<file path="src/rtl/imm_pkg.sv">
// imm_pkg: shared extension-mode encodings and default widths for the immediate extender.
package imm_pkg;
    localparam int IMM_IN_W  = 16;
    localparam int IMM_OUT_W = 32;
    typedef enum logic [1:0] {
        MODE_ZERO   = 2'd0,
        MODE_SIGN   = 2'd1,
        MODE_UPPER  = 2'd2,
        MODE_BRANCH = 2'd3
    } imm_mode_e;
endpackage

</file>
<file path="src/rtl/imm_ext_core.sv">
// imm_ext_core: combinational zero/sign/upper/branch extension of a raw immediate.
module imm_ext_core
    import imm_pkg::*;
#(
    parameter int IN_W  = IMM_IN_W,
    parameter int OUT_W = IMM_OUT_W
) (
    input  logic [IN_W-1:0]  in_imm,
    input  logic [1:0]       in_mode,
    output logic [OUT_W-1:0] out_ext
);
    localparam int EW = OUT_W - IN_W;
    logic [OUT_W-1:0] zero_x, sign_x, upper_x, branch_x;
    assign zero_x   = {{EW{1'b0}}, in_imm};
    assign sign_x   = {{EW{in_imm[IN_W-1]}}, in_imm};
    assign upper_x  = {in_imm, {EW{1'b0}}};
    assign branch_x = {sign_x[OUT_W-3:0], 2'b00};
    assign out_ext  = in_mode == MODE_ZERO  ? zero_x  :
                      in_mode == MODE_SIGN  ? sign_x  :
                      in_mode == MODE_UPPER ? upper_x : branch_x;
endmodule

</file>
<file path="src/rtl/imm_extend_pipe.sv">
// imm_extend_pipe: extends immediates on entry and buffers them with their tags in a small FIFO.
module imm_extend_pipe
    import imm_pkg::*;
#(
    parameter int IN_W  = IMM_IN_W,
    parameter int OUT_W = IMM_OUT_W,
    parameter int DEPTH = 2,
    parameter int TAG_W = 5
) (
    input  logic             clk,
    input  logic             rst_n,
    input  logic             in_valid,
    output logic             in_ready,
    input  logic [IN_W-1:0]  in_imm,
    input  logic [1:0]       in_mode,
    input  logic [TAG_W-1:0] in_tag,
    output logic             out_valid,
    input  logic             out_ready,
    output logic [OUT_W-1:0] out_data,
    output logic [TAG_W-1:0] out_tag,
    output logic [3:0]       out_count
);
    localparam int PW = DEPTH > 1 ? $clog2(DEPTH) : 1;
    localparam logic [PW-1:0] LAST = PW'(DEPTH - 1);
    localparam logic [3:0] FULL = 4'(DEPTH);
    logic [OUT_W-1:0] ext;
    logic [OUT_W-1:0] data_q [DEPTH];
    logic [TAG_W-1:0] tag_q [DEPTH];
    logic [PW-1:0] wr_ptr_q, wr_ptr_d, rd_ptr_q, rd_ptr_d;
    logic [3:0] count_q, count_d;
    logic push, pop;

    imm_ext_core #(.IN_W(IN_W), .OUT_W(OUT_W)) u_core (
        .in_imm (in_imm),
        .in_mode(in_mode),
        .out_ext(ext)
    );

    // a full buffer still accepts when its head leaves in the same cycle
    assign in_ready  = count_q < FULL || out_ready;
    assign out_valid = count_q != 4'd0;
    assign push      = in_valid && in_ready;
    assign pop       = out_valid && out_ready;
    assign out_count = count_q;
    assign out_data  = out_valid ? data_q[rd_ptr_q] : '0;
    assign out_tag   = out_valid ? tag_q[rd_ptr_q] : '0;

    always_comb begin
        wr_ptr_d = push ? (wr_ptr_q == LAST ? '0 : wr_ptr_q + 1'b1) : wr_ptr_q;
        rd_ptr_d = pop ? (rd_ptr_q == LAST ? '0 : rd_ptr_q + 1'b1) : rd_ptr_q;
        count_d  = push && !pop ? count_q + 4'd1 :
                   pop && !push ? count_q - 4'd1 : count_q;
    end

    always_ff @(posedge clk or negedge rst_n) begin
        if (!rst_n) begin
            wr_ptr_q <= '0;
            rd_ptr_q <= '0;
            count_q  <= '0;
        end else begin
            wr_ptr_q <= wr_ptr_d;
            rd_ptr_q <= rd_ptr_d;
            count_q  <= count_d;
        end
    end

    always_ff @(posedge clk) begin
        if (push) begin
            data_q[wr_ptr_q] <= ext;
            tag_q[wr_ptr_q]  <= in_tag;
        end
    end
endmodule

</file>
<file path="config.mk">
export PLATFORM = sky130hd
export DESIGN_NAME = imm_extend_pipe
export DESIGN_NICKNAME = d
export VERILOG_FILES = /design/src/rtl/imm_pkg.sv /design/src/rtl/imm_ext_core.sv /design/src/rtl/imm_extend_pipe.sv
export SDC_FILE = /design/constraint.sdc
export NUM_CORES = 1
export LEC_CHECK = 0
export BUFFER_PORTS_ARGS = -buffer_cell sky130_fd_sc_hd__buf_2
export CAP_MARGIN = 20
export CORE_MARGIN = 4
export CORE_UTILIZATION = 55
export DETAILED_ROUTE_END_ITERATION = 10
export GPL_TIMING_DRIVEN = 0
export MAX_ROUTING_LAYER = met4
export PLACE_DENSITY = 0.82
export RECOVER_POWER = 50
export SLEW_MARGIN = 0
export SYNTH_ARGS = -nofsm -noshare
export SYNTH_HDL_FRONTEND = slang
export SYNTH_SLANG_ARGS = --single-unit
</file>
<file path="constraint.sdc">
create_clock -name clk -period 4 [get_ports clk]
set_input_delay 1 -clock clk [delete_from_list [all_inputs] [get_ports clk]]
set_output_delay 1 -clock clk [all_outputs]
set_load 0.03 [all_outputs]
</file>
==> impl_metrics.toml <==
[outcome]
status = "finished with violations"
failed_checks = "max-capacitance violations, max-slew violations"

[yosys]
synth_fp_nets = 299
syn-cell-area_mm2 = 0.00360
yosysSeqAreaShare_pct = 66.0
synth_cells = 268
yosys_warnings = 0
ys_ff_latch = 80
yosysUniqueCellTypes = 30
syn_area_per_cell_um2 = 13.4

[critical_path]
crit_type = "in -> reg"
start_kind = "primary input"
cp_max_fo = 31
worstPathArrival_ns = 3.12
cp.required_ns = 3.94
end_kind = "register"

[clock_network]
cts.clk_slew.worst_paths_ns = 0.07
numCtsBuffers = 9
clockBufferDepth = 2
clk_latency_ns = 0.34
cts_resized = 0
cts_sinks = 80
cts_tree = "done"
cts_hold_buf = 0
cts.root.buffer_cell = "clkbuf_8"
cts-htree-levels = 3
post_cts.repair.setup_buffers = 0

[timing]
fmax_mhz = 314
finalHoldViolCount = 0
period_needed_ns = 3.18
tns_ns = 0
setup_violations = 0
worst_slack_ns = 0.816
rsz0062_at_grt = "false"
holdWs_ns = 0.501
fin_skew_ns = 0.00609
min_period_over_period_pct = 79.6
tightest_slew_ns = 1.74
maxSlewViolCount = 32
relSlewSlack_pct = -16.1

[die]
die_w_um = 88.9
std_cell_rows = 29
die_area_mm2 = 0.00790
coreArea_mm2 = 0.00635
io_pins = 70
start_util_pct = 56.6
die_y_um = 88.9

[global_route]
grt-ovfl-total = 0
grt.total_usage_pct = 19.1
grt_max_degree = 38
antenna_found_initial = 0
grt_pass1_wl_um = 10700
grt_pass1_vias = 2243

[power_and_ir_drop]
power_leakage_nw = 1.83
ir_drop_uv = 664
power_density_mw_per_mm2 = 761
p_total_mw = 3.20

[final_layout]
fin_nets = 380
fill_cells = 452
layout.cells.non_filler = 429
final_util_pct = 66.2
area_delta_synth_final_pct = 16.9
layout-drive-gt1-share_pct = 27.6
diodes = 0
fin_area_mm2 = 0.00421

[routing]
drt_iter0_drc = 137
drc = 0
vias = 2286
via_per_inst = 5.33
drt.antenna.violating_nets = 0
drtPass1Iterations = 4
wl_um = 6860
wl_per_cell_um = 16.0

[placement]
port_buffers = 69
place_hpwl_um = 4870
dp_cells = 415
place_area_mm2 = 0.00407
gp_congestion = 0.779
pre_cts_ws_ns = 0.740

[worst_hold_path]
holdCritPathClass = "reg -> reg"

[run]
max_cap_viol_count = 1
[path summary, 6_finish.rpt]
kind | startpoint | to | slack [ns] | cells after the start
min in group asynchronous | rst_n | rd_ptr_q | 0.51 | 1
worst max-delay path | out_ready | data_q[0][16] | 0.82 | 4
worst min-delay path | wr_ptr_q | wr_ptr_q | 0.50 | 1
worst max register to register | out_count[1] | data_q[0][16] | 0.89 | 4
max in group asynchronous | rst_n | wr_ptr_q | 3.25 | 1
worst min register to register | wr_ptr_q | wr_ptr_q | 0.50 | 1
[final cells by class]
type	instances	area, µm²	share of cell area, %
tap	77	96.3	2.29
clock inverter	5	58.8	1.40
timing repair buffer	70	344	8.18
multi-input combinational	156	1050	24.9
inverter	17	63.8	1.52
sequential	80	2370	56.4
clock buffer	9	124	2.95
buffer	15	97.6	2.32
[placed cells by master, fill, tap and decap left out, drive strengths merged]
master and instances:
dfrtp 6, nor3 2, nor2b 3, clkinvlp 2, nor2 40, clkbuf 19, and3 1, edfxtp 74
mux2 3, clkinv 1, and2 2, or4 1, buf 75, nor4 1, fa 1, o21ai 16
bufinv 1, mux2i 38, o211ai 2, or2 1, a2111o 1, a21oi 2, ha 3, inv 18
nand3 2, or3 1, a21o 14, nand2 17, nand3b 1, xnor2 4
[worst max-delay path, cell delays in order]
cell,delay (ns)
clkbuf_1,0.12
o21ai_0,0.18
nor2_1,0.49
clkbuf_1,1.31
[where the power goes]
group | switching [mW] | total [mW] | internal, mW | leakage [nW]
logic | 0.986 | 1.46 | 0.477 | 0.985
registers | 0.0703 | 1.18 | 1.11 | 0.763
clock network | 0.280 | 0.562 | 0.282 | 0.0876
[metal layers]
metal,vias up,global-route usage [%],part of all wire (%)
li1,1111,-,-
met1,1094,23.5,42
met2,72,31.4,51
met3,9,3.91,5.8
met4,0,7.01,1.5
met5,-,-,0
[Yosys cell counts (all sizes together)]
| cell | instances | area, µm² |
|---|---|---|
| nor4 | 1 | 12.5 |
| or2 | 1 | 6.26 |
| o21ai | 16 | 80.1 |
| nor3 | 2 | 10.0 |
| or3 | 1 | 6.26 |
| mux2 | 3 | 33.8 |
| nor2 | 40 | 150 |
| xnor2 | 4 | 35.0 |
| edfxtp | 74 | 2220 |
| or4 | 1 | 11.3 |
| a21oi | 2 | 10.0 |
| dfrtp | 6 | 150 |
| buf | 13 | 98.8 |
| nand2 | 17 | 63.8 |
| ha | 3 | 37.5 |
| a21o | 14 | 105 |
| o211ai | 2 | 25.0 |
| a2111o | 1 | 11.3 |
| nand3 | 2 | 10.0 |
| nand3b | 1 | 7.51 |
| mux2i | 38 | 380 |
| and2 | 2 | 12.5 |
| inv | 17 | 63.8 |
| clkbuf | 2 | 7.51 |
| and3 | 1 | 6.26 |
| fa | 1 | 20.0 |
| nor2b | 3 | 18.8 |
[flip-flops by register name (all words and copies together), names as in the netlist]
signal and cells:
data_q 64, wr_ptr_q 1, rd_ptr_q 1, out_count 4, tag_q 10
[cell families (layout without fill, tap and decap cells)]
family | Yosys count | after routing | synth area share, %
compound gates | 35 | 35 | 6.44
xor+xnor | 4 | 4 | 0.974
fa+ha+maj | 4 | 4 | 1.60
buf+inv | 32 | 116 | 4.73
flops | 80 | 80 | 66.0
mux | 41 | 41 | 11.5
simple gates | 72 | 72 | 8.77
Power figures use the tool's default switching activity.
